`src/rtl/carfield_domain_ctrl.sv`:
```
// -----------------------------------------------------------------------------
// carfield_domain_ctrl
//
// Register-bus responder that owns the clock enables and synchronous resets of
// the gateable Carfield subdomains (periph, safety, security, integer cluster,
// FP cluster, L2). Software writes the requested on/off state per domain and a
// per-domain FSM sequences the change: clock enable before reset release on
// the way up, reset assertion before clock gating on the way down.
//
// Ports:
//   clk_i            sole clock
//   rst_i            synchronous, active-high reset
//   reg_req_i        narrow A32/D32 register request (addr, write, wdata, wstrb, valid)
//   reg_rsp_o        register response (rdata, error, ready)
//   domain_clk_en_o  clock-gate enable per domain
//   domain_rst_no    active-low domain reset per domain
//   busy_o           OR of all domains currently in a transient state
//
// Register map (offset = addr[4:2], only byte 0 / wstrb[0] is honoured):
//   0x00 DOMAIN_EN      RW  requested domain state
//   0x04 DOMAIN_STATUS  RO  domain is fully on
//   0x08 BUSY           RO  domain is in a transient state
//   0x0C RST_CYCLES     RW  reset dwell length used at each counter load
//   0x10 LOCK           RW  set-only, present only with CARFIELD_DOMAIN_CTRL_LOCK_EN
//
// Optional build macro: CARFIELD_DOMAIN_CTRL_LOCK_EN adds the LOCK register,
// which once set rejects writes to DOMAIN_EN and RST_CYCLES until rst_i.
//
// Per-domain FSM:
//   state       | meaning
//   ST_OFF      | clock gated, reset asserted
//   ST_CLK_ON   | clock running, reset held while the dwell counter drains
//   ST_ON       | clock running, reset released
//   ST_RST_ASSERT | reset asserted, clock kept running while the counter drains
// -----------------------------------------------------------------------------

package carfield_domain_ctrl_pkg;

    typedef struct packed {
        logic [31:0] addr;
        logic        write;
        logic [31:0] wdata;
        logic [3:0]  wstrb;
        logic        valid;
    } carfield_a32_d32_reg_req_t;

    typedef struct packed {
        logic [31:0] rdata;
        logic        error;
        logic        ready;
    } carfield_a32_d32_reg_rsp_t;

endpackage

module carfield_domain_ctrl
    import carfield_domain_ctrl_pkg::*;
#(
    parameter int unsigned               NumDomains = 6,
    parameter logic [NumDomains-1:0]     DefaultOn  = NumDomains'(1),
    parameter int unsigned               CntWidth   = 8
) (
    input  logic                        clk_i,
    input  logic                        rst_i,
    input  carfield_a32_d32_reg_req_t   reg_req_i,
    output carfield_a32_d32_reg_rsp_t   reg_rsp_o,
    output logic [NumDomains-1:0]       domain_clk_en_o,
    output logic [NumDomains-1:0]       domain_rst_no,
    output logic                        busy_o
);

    localparam logic [1:0] ST_OFF        = 2'd0;
    localparam logic [1:0] ST_CLK_ON     = 2'd1;
    localparam logic [1:0] ST_ON         = 2'd2;
    localparam logic [1:0] ST_RST_ASSERT = 2'd3;

    localparam logic [2:0] OFF_DOMAIN_EN = 3'd0;
    localparam logic [2:0] OFF_STATUS    = 3'd1;
    localparam logic [2:0] OFF_BUSY      = 3'd2;
    localparam logic [2:0] OFF_RST_CYC   = 3'd3;
`ifdef CARFIELD_DOMAIN_CTRL_LOCK_EN
    localparam logic [2:0] OFF_LOCK      = 3'd4;
`endif

    // ---------------------------------------------------------------------
    // Bus front end: capture the request on acceptance, answer one cycle later
    // ---------------------------------------------------------------------
    logic       req_pend_q;
    logic [2:0] req_off_q;
    logic       req_write_q;
    logic [7:0] req_wdata_q;
    logic       req_strb0_q;
    logic       req_accept;

    // Accepting only while no response is pending gives the 2-cycle cadence.
    assign req_accept = reg_req_i.valid && !req_pend_q;

    always_ff @(posedge clk_i) begin
        if (rst_i) begin
            req_pend_q  <= 1'b0;
            req_off_q   <= '0;
            req_write_q <= 1'b0;
            req_wdata_q <= '0;
            req_strb0_q <= 1'b0;
        end else begin
            req_pend_q <= req_accept;
            if (req_accept) begin
                req_off_q   <= reg_req_i.addr[4:2];
                req_write_q <= reg_req_i.write;
                req_wdata_q <= reg_req_i.wdata[7:0];
                req_strb0_q <= reg_req_i.wstrb[0];
            end
        end
    end

    logic unused_req_bits;
    assign unused_req_bits = ^{reg_req_i.addr[31:5], reg_req_i.addr[1:0],
                               reg_req_i.wdata[31:8], reg_req_i.wstrb[3:1]};

    // ---------------------------------------------------------------------
    // Configuration registers
    // ---------------------------------------------------------------------
    logic [NumDomains-1:0] domain_en_q;
    logic [CntWidth-1:0]   rst_cycles_q;
    logic [NumDomains-1:0] status_on;
    logic [NumDomains-1:0] status_busy;
    logic                  locked;

    logic [31:0] rd_data;
    logic        rd_err;
    logic        wr_en_d;
    logic        wr_rc_d;
    logic        wr_lock_d;

    always_comb begin
        rd_data   = '0;
        rd_err    = 1'b0;
        wr_en_d   = 1'b0;
        wr_rc_d   = 1'b0;
        wr_lock_d = 1'b0;
        case (req_off_q)
            OFF_DOMAIN_EN: begin
                if (req_write_q) begin
                    if (locked)           rd_err  = 1'b1;
                    else if (req_strb0_q) wr_en_d = 1'b1;
                end else begin
                    rd_data[NumDomains-1:0] = domain_en_q;
                end
            end
            OFF_STATUS: begin
                if (req_write_q) rd_err = 1'b1;
                else             rd_data[NumDomains-1:0] = status_on;
            end
            OFF_BUSY: begin
                if (req_write_q) rd_err = 1'b1;
                else             rd_data[NumDomains-1:0] = status_busy;
            end
            OFF_RST_CYC: begin
                if (req_write_q) begin
                    if (locked)           rd_err  = 1'b1;
                    else if (req_strb0_q) wr_rc_d = 1'b1;
                end else begin
                    rd_data[CntWidth-1:0] = rst_cycles_q;
                end
            end
`ifdef CARFIELD_DOMAIN_CTRL_LOCK_EN
            OFF_LOCK: begin
                if (req_write_q) begin
                    // Set-only: a written 0 is silently ignored.
                    if (req_strb0_q && req_wdata_q[0]) wr_lock_d = 1'b1;
                end else begin
                    rd_data[0] = locked;
                end
            end
`endif
            default: rd_err = 1'b1;
        endcase
    end

    // Writes commit on the edge that closes the ready cycle.
    always_ff @(posedge clk_i) begin
        if (rst_i) begin
            domain_en_q  <= DefaultOn;
            rst_cycles_q <= CntWidth'(16);
        end else if (req_pend_q) begin
            if (wr_en_d) domain_en_q  <= req_wdata_q[NumDomains-1:0];
            if (wr_rc_d) rst_cycles_q <= req_wdata_q[CntWidth-1:0];
        end
    end

`ifdef CARFIELD_DOMAIN_CTRL_LOCK_EN
    logic lock_q;

    always_ff @(posedge clk_i) begin
        if (rst_i) begin
            lock_q <= 1'b0;
        end else if (req_pend_q && wr_lock_d) begin
            lock_q <= 1'b1;
        end
    end

    assign locked = lock_q;
`else
    logic unused_lock;
    assign unused_lock = wr_lock_d;
    assign locked      = 1'b0;
`endif

    assign reg_rsp_o.ready = req_pend_q;
    assign reg_rsp_o.error = req_pend_q & rd_err;
    assign reg_rsp_o.rdata = req_pend_q ? rd_data : '0;

    // ---------------------------------------------------------------------
    // Per-domain sequencers with terminal-count down-counters
    // ---------------------------------------------------------------------
    logic [1:0]          state_q [NumDomains];
    logic [CntWidth-1:0] cnt_q   [NumDomains];

    always_ff @(posedge clk_i) begin
        if (rst_i) begin
            for (int i = 0; i < NumDomains; i++) begin
                state_q[i] <= ST_OFF;
                cnt_q[i]   <= '0;
            end
        end else begin
            for (int i = 0; i < NumDomains; i++) begin
                case (state_q[i])
                    ST_OFF: begin
                        if (domain_en_q[i]) begin
                            state_q[i] <= ST_CLK_ON;
                            cnt_q[i]   <= rst_cycles_q;
                        end
                    end
                    ST_CLK_ON: begin
                        if (cnt_q[i] == '0) state_q[i] <= ST_ON;
                        else                cnt_q[i]   <= cnt_q[i] - CntWidth'(1);
                    end
                    ST_ON: begin
                        if (!domain_en_q[i]) begin
                            state_q[i] <= ST_RST_ASSERT;
                            cnt_q[i]   <= rst_cycles_q;
                        end
                    end
                    default: begin
                        if (cnt_q[i] == '0) state_q[i] <= ST_OFF;
                        else                cnt_q[i]   <= cnt_q[i] - CntWidth'(1);
                    end
                endcase
            end
        end
    end

    always_comb begin
        domain_clk_en_o = '0;
        domain_rst_no   = '0;
        status_on       = '0;
        status_busy     = '0;
        for (int i = 0; i < NumDomains; i++) begin
            domain_clk_en_o[i] = (state_q[i] != ST_OFF);
            domain_rst_no[i]   = (state_q[i] == ST_ON);
            status_on[i]       = (state_q[i] == ST_ON);
            status_busy[i]     = (state_q[i] == ST_CLK_ON) || (state_q[i] == ST_RST_ASSERT);
        end
    end

    assign busy_o = |status_busy;

endmodule

```
`config.mk`:
```
export PLATFORM = sky130hd
export DESIGN_NAME = carfield_domain_ctrl
export DESIGN_NICKNAME = d
export VERILOG_FILES = /design/src/rtl/carfield_domain_ctrl.sv
export SDC_FILE = /design/constraint.sdc
export NUM_CORES = 1
export LEC_CHECK = 0
export BUFFER_PORTS_ARGS = -buffer_cell sky130_fd_sc_hd__buf_2
export CORE_ASPECT_RATIO = 1.2
export CORE_MARGIN = 5
export CORE_UTILIZATION = 45
export CTS_BUF_LIST = sky130_fd_sc_hd__clkbuf_8
export CTS_CLUSTER_DIAMETER = 150
export DETAILED_ROUTE_END_ITERATION = 16
export GPL_ROUTABILITY_DRIVEN = 1
export PLACE_DENSITY = 0.69
export SLEW_MARGIN = 20
export SYNTH_ARGS = -nofsm -noshare
export SYNTH_HDL_FRONTEND = slang
export SYNTH_SLANG_ARGS = --single-unit
```
`constraint.sdc`:
```
create_clock -name clk_i -period 4.2 [get_ports clk_i]
set_input_delay 0.42 -clock clk_i [delete_from_list [all_inputs] [get_ports clk_i]]
set_output_delay 0.42 -clock clk_i [all_outputs]
set_load 0.01 [all_outputs]
```
# Word-level counts from Yosys, hierarchy flattened
# Memory sizes are Yosys's and may differ from the RTL's.
# Cells that the tools add are included.
# word_totals
regBits	28
ramBits	60
inputBits	72
out_inout_bits	47
word_cells	318
mem_count	2
# memory_table
memory	depth	width	read_ports	rd_ports_with_merged_regs	wr	line_no	source
cnt_q	6	8	6	0	6	216	logic [CntWidth-1:0] cnt_q [NumDomains];
state_q	6	2	6	0	6	215	logic [1:0] state_q [NumDomains];
# classes
add_sub_neg	6
eq_ne	21
n_mux	195
bitwise_logic	49
n_reduce_logical	38
# op_table
cell	count
$mux 8	26
$mux 1	139
$mux 2	25
$logic_not 8->1	6
$or 1x1->1	48
$sub 8x1->8 const B	6
$eq 2x2->1 const B	12
$pmux 6 s4	1
$mux 6	3
$reduce_or 3->1	6
$eq 2x1->1 const B	6
$logic_not 2->1	6
$reduce_bool 2->1	6
$eq 3x2->1 const B	2
$logic_or 1x1->1	6
$reduce_or 6->1	1
$reduce_and 2->1	2
$reduce_or 2->1	2
$eq 3x1->1 const B	1
$logic_not 3->1	1
$pmux 1 s2	1
$and 1x1->1	1
$logic_and 1x1->1	1
$logic_not 1->1	1

# Logic depth before layout (Yosys ltp)
# Gate-level depths: netlist of run 1.
# An unclocked memory read counts as a cell.
# depth
ltp_word	9
ltp_mapped	6
mapped_depth_nobuf	6

# Least setup slack after synthesis of run 1
# OpenSTA, ideal clock, no wires.
# synth_timing
kind	reg2reg
from	mem cnt_q[5][4]
to	mem cnt_q[5][0], enable pin
setup_time_ns	0.297
arrival_ns	1.747
t_required_ns	3.903
slack_ns	2.155
path_stages_with_launch	5
n_path_buf	0
synth_period_minus_slack_ns	2.045
path_cell_list	edfxtp_1 > or4_1 > or4b_4 > nand3b_4 > nand2_1
# synth_rtl
item	line_no
start: declaration	216

==> summary.md, run 1 <==
| Metric | Value |
|---|---|
| Diode count | 0 |
| DRT Pass-1 Iters | 6 |
| Ys Warns | 0 |
| Yosys top cell area share | 35.7% |
| Via count | 3744 |
| Rows | 42 |
| Remaining global-route overflow | 0 |
| DR vias/cell | 5.36 |
| Vias in the first global route | 3843 |
| Hold Crit Class | input port to register |
| Most frequent cells in the layout | 107 x nand2_1, 60 x edfxtp_1, 41 x o21ai_0 |
| Post-CTS setup buffer count | 0 |
| Synth Flop Type | edfxtp_1 |
| Max cap viols | 0 |
| Hold Path Origin | reg_req_i[40] |
| Post-layout nets | 645 |
| Final Hold Violating Endpoints | 0 |
| H-tree levels | 3 |
| TritonCTS clock tree | built |
| Final period util | 57.2% |
| Cell area after synthesis | 5040 um^2 |
| Area grow syn2layout | 7.00% |
| Tightest Pin Transition | 1030 ps |
| Multi-input gate area | 2420 um^2 |
| Syn Area/Cell | 9.44 um^2 |
| Launch point of the worst reg-to-reg path | cnt_q[5][4] |
| GP Congestion | 0.827 |
| Fin cells | 698 |
| Ys async rst share | 0% |
| Grt peak-use layer | met2 |
| Drt wl/cell | 16.1 um |
| Total Routing Usage GR | 16.9% |
| Status | finished, final reports clean |
| # setup viols final | 0 |
| PnR worst setup slack | 1800 ps |
| Iter 0 DRT Violations | 214 |
| R2R setup slack | 1920 ps |
| M1 GR Usage | 20.4% |
| Max transition margin | 31.1% |
| Core area | 11000 um^2 |
| Hold_buf cts | 0 |
| Clock transition at the registers of the reported paths | 90 ps |
| Clock Sinks | 88 |
| Max-slew violation count | 0 |
| Cell variety after synth | 49 |
| Place WS | 1920 ps |
| Register area | 2360 um^2 |
| Initial Util | 45.9% |
| Ports | 119 |
| Dpl hpwl | 8000 um |
| Crit Path Max Fanout | 10 |
| Post-synth top area cell | edfxtp_1 |
| Layout cell share with drive strength beyond 1 | 13.3% |
| Arr. time, crit path | 1980 ps |
| Initial antenna violation count | 0 |
| Largest net degree at the start of global routing | 62 |
| Post-Syn Instances | 534 |
| Maximum VDD drop | 230 uV |
| Ranking of synthesized cells by area | edfxtp_1 36%, dfxtp_1 11%, nand2_1 8.0%, xnor2_1 4.9%, o21ai_0 4.1% |
| Pwr dens | 511 nW/um^2 |
| IO Port Bufs | 38 |
| Filler Cell Count | 1024 |
| Most common cell after layout, fill and taps aside | nand2_1 |
| DRC viols | 0 |
| CTS Buf Count | 9 |
| Total Die Area | 13400 um^2 |
| FMAX | 417 MHz |
| Register area share after synthesis | 46.8% |
| Clock latency on the worst-skew pair | 370 ps |
| CP Launch Type | register |
| CP Capture Type | output port |
| Setup CP Type | register to output port |
| Clk buf depth | 2 |
| Placed Cells | 682 |
| Post-synth EDFFs | 60 |
| Post-route setup TNS | 0 ps |
| WHS Path Cells | 3 |
| Reg2reg path depth | 4 |
| Crit. Startpoint | req_off_q[1] |
| Post-layout util | 49.1% |
| Critical path data required time | 3780 ps |
| Worst Skew | 8.20 ps |
| Total Power | 0.00276 W |
| Met3 Use GR | 2.92% |
| Number of gates resized after CTS | 0 |
| Remaining antenna violation count | 0 |
| Met2 usage in global routing | 29.1% |
| RSZ-0062 raised after global routing | no |
| Die Span Y | 126 um |
| Min cycle time layout | 2400 ps |
| Seq cells post-synth | 88 |
| Die Wd | 107 um |
| Root Buffer Master | clkbuf_8 |
| Global-route wire length before repair | 18200 um |
| Routed Wire Length | 11200 um |
| Pleak | 2.06 nW |
## cells by family (layout without fill, tap and decap cells)
kind of cell | Yosys count | after routing | share of synthesized area, %
compound gates | 80 | 80 | 8.56
fa+ha+maj | 12 | 12 | 2.98
other cells | 1 | 24 | 0.0744
xor+xnor | 42 | 42 | 7.30
flops | 88 | 88 | 46.8
mux | 17 | 17 | 4.86
simple gates | 233 | 233 | 22.5
buf+inv | 61 | 70 | 6.85
## registers in the layout, summed over array words and instances (netlist names)
register / count
rst_cycles_q: 8
req_pend_q: 1
req_off_q: 3
cnt_q: 48
state_q: 12
req_wdata_q: 8
domain_en_q: 6
req_strb0_q: 1
req_write_q: 1
## worst paths after layout
| check | end |
|---|---|
| min reg2reg | rst_cycles_q[7] |
| max | reg_rsp_o[4] |
| min | req_off_q[0] |
| max reg2reg | cnt_q[5][0] |
## metal layers
metal | up-vias | share of wire, %
met5 | - | 0
met4 | 0 | 3.0
met3 | 26 | 5.1
met2 | 113 | 50
met1 | 1753 | 42
li1 | 1852 | -
## synthesized netlist by cell type (11+ instances only)
cell type  number
buf_4          25
nand2_1       107
nor3_1         16
a21oi_1        20
xor2_1         14
dfxtp_1        28
o21ai_0        41
xnor2_1        28
nor2b_1        17
edfxtp_1       60
mux2i_1        11
ha_1           12
nor2_1         38
inv_1          16
## per-stage QoR
stage | instance area (um^2) | hold slack, ps
3_5_place_dp | 5200 | 451
6_report | 5400 | 285
5_1_grt | 5400 | 280
3_3_place_gp | 5200 | 442
2_1_floorplan | 5130 | 432
4_1_cts | 5400 | 270
## power breakdown
part           total [W]  internal (W)  leakage, nW  switching (W)
sequential       0.00135       0.00115        0.879       0.000193
combinational   0.000811      0.000359         1.07       0.000451
clock           0.000601      0.000290        0.108       0.000311
## cell type report
| type | instances | share of cell area [%] |
|---|---|---|
| repair buffers | 38 | 3.53 |
| flip-flops and latches | 88 | 43.8 |
| well taps | 132 | 3.06 |
| multi-input cells | 408 | 44.9 |
| clock inverters | 6 | 1.09 |
| inverters | 16 | 1.11 |
| clock buffers | 10 | 2.55 |
## critical path, cell delays in order, from the launching register on
cell and delay, ps:
dfxtp_1 720, mux4_2 580, nor2b_1 160, buf_2 150
Note: power is estimated with default switching activity, not from simulation.
==> inputs of run 2 (changes only) <==
- clock period: 4.2 -> 2.4 ns (I/O delays scaled with it)
==> summary.md, run 2 (synthesis gave the netlist of run 1 again) <==
| Metric | Value |
|---|---|
| DR vias/cell | 5.40 |
| CP Launch Type | register |
| Initial antenna violation count | 0 |
| Filler Cell Count | 1028 |
| Multi-input gate area | 2420 um^2 |
| Total Routing Usage GR | 16.9% |
| Via count | 3794 |
| Post-CTS setup buffer count | 0 |
| Pwr dens | 917 nW/um^2 |
| Arr. time, crit path | 2290 ps |
| FMAX | 445 MHz |
| Area grow syn2layout | 8.66% |
| Largest net degree at the start of global routing | 39 |
| Iter 0 DRT Violations | 237 |
| Remaining global-route overflow | 0 |
| Drt wl/cell | 15.9 um |
| CP Capture Type | register |
| Largest register FFs | 48 |
| Maximum VDD drop | 326 uV |
| Final period util | 93.6% |
| Rows | 42 |
| Clock transition at the registers of the reported paths | 80 ps |
| Initial Util | 45.9% |
| Max cap viols | 0 |
| Setup CP Type | register to register |
| Hold Crit Class | input port to register |
| Launch point of the worst reg-to-reg path | cnt_q[5][4] |
| Clock Sinks | 88 |
| DRC viols | 0 |
| Total Die Area | 13400 um^2 |
| Layout cell share with drive strength beyond 1 | 13.8% |
| Max-slew violation count | 0 |
| Dpl hpwl | 8050 um |
| DRT Pass-1 Iters | 4 |
| GP Congestion | 0.811 |
| Register area | 2360 um^2 |
| Final Hold Violating Endpoints | 0 |
| Clock latency on the worst-skew pair | 360 ps |
| Status | finished, final reports clean |
| Most common cell after layout, fill and taps aside | nand2_1 |
| Most flop-heavy register | cnt_q |
| Hold Path Origin | reg_req_i[1] |
| TritonCTS clock tree | built |
| Clk buf depth | 2 |
| Pleak | 2.10 nW |
| Most frequent cells in the layout | 107 x nand2_1, 60 x edfxtp_1, 41 x o21ai_0 |
| Hold_buf cts | 0 |
| Vias in the first global route | 3775 |
| Min cycle time layout | 2250 ps |
| Die Wd | 107 um |
| Remaining antenna violation count | 0 |
| Post-route setup TNS | 0 ps |
| Total Power | 0.00503 W |
| Root Buffer Master | clkbuf_8 |
| H-tree levels | 3 |
| Global-route wire length before repair | 18000 um |
| # setup viols final | 0 |
| Crit Path Max Fanout | 9 |
| Die Span Y | 126 um |
| Routed Wire Length | 11200 um |
| CTS Buf Count | 9 |
| Worst Skew | 7.04 ps |
| Ports | 119 |
| Critical path data required time | 2440 ps |
| RSZ-0062 raised after global routing | no |
| Tightest Pin Transition | 793 ps |
| Max transition margin | 46.8% |
| Post-layout nets | 651 |
| Core area | 11000 um^2 |
| Biggest regs | cnt_q: 48 flops, state_q: 12 flops |
| Diode count | 0 |
| Crit. Startpoint | cnt_q[5][4] |
| IO Port Bufs | 38 |
| Number of gates resized after CTS | 0 |
==> run 2: cell types whose count changed in the layout (fill, tap and decap cells not counted) <==
cell | before | now
buf_4 | 0 | 6
bufinv_16 | 1 | 3
clkinv_2 | 2 | 0
inv_1 | 17 | 18
inv_4 | 1 | 0
inv_6 | 1 | 0
==> run 2: final cells by class <==
| type | count | share of cell area (%) |
|---|---|---|
| clock inverter | 5 | 1.78 |
| clock buffer | 10 | 2.51 |
| tap | 132 | 3.01 |
| timing repair buffer | 44 | 4.29 |
| inverter | 16 | 1.10 |
| sequential | 88 | 43.1 |
| multi-input combinational | 408 | 44.2 |
==> run 2: metal layers <==
metal | GRT usage (%) | share of wire (%) | wire (um)
met1 | 21.0 | 43 | 4820
met2 | 29.0 | 50 | 5570
met3 | 2.05 | 4.7 | 524
met4 | 8.20 | 2.6 | 287
met5 | 0 | 0 | 0
==> run 2: where the power goes <==
part | internal, W | switching (W) | total (W)
clock network | 0.000708 | 0.000516 | 0.00122
registers | 0.00202 | 0.000338 | 0.00236
logic | 0.000649 | 0.000795 | 0.00144
==> run 2: worst paths after layout <==
kind	slack [ps]	to	cells after the start
max	150	cnt_q[5][5]	4
max reg2reg	150	cnt_q[5][5]	4
min	120	req_strb0_q	3
min reg2reg	470	rst_cycles_q[6]	2
==> run 2: stage by stage <==
stage	instance area [um^2]	hold slack, ps	utilization, %	worst slack [ps]	cells
after floorplan	5130	376	-	355	557
after global placement	5240	445	47.7	189	688
after detailed placement	5240	456	47.7	167	688
after CTS	5480	105	49.9	145	703
after global routing	5480	115	49.9	59.6	703
final	5480	117	49.9	154	703
==> run 2: critical path, cell delays in order, from the launching register on <==
cell      delay, ps
edfxtp_1        450
or4_1           560
or4b_4          510
nand3b_4        160
nand2_1         250
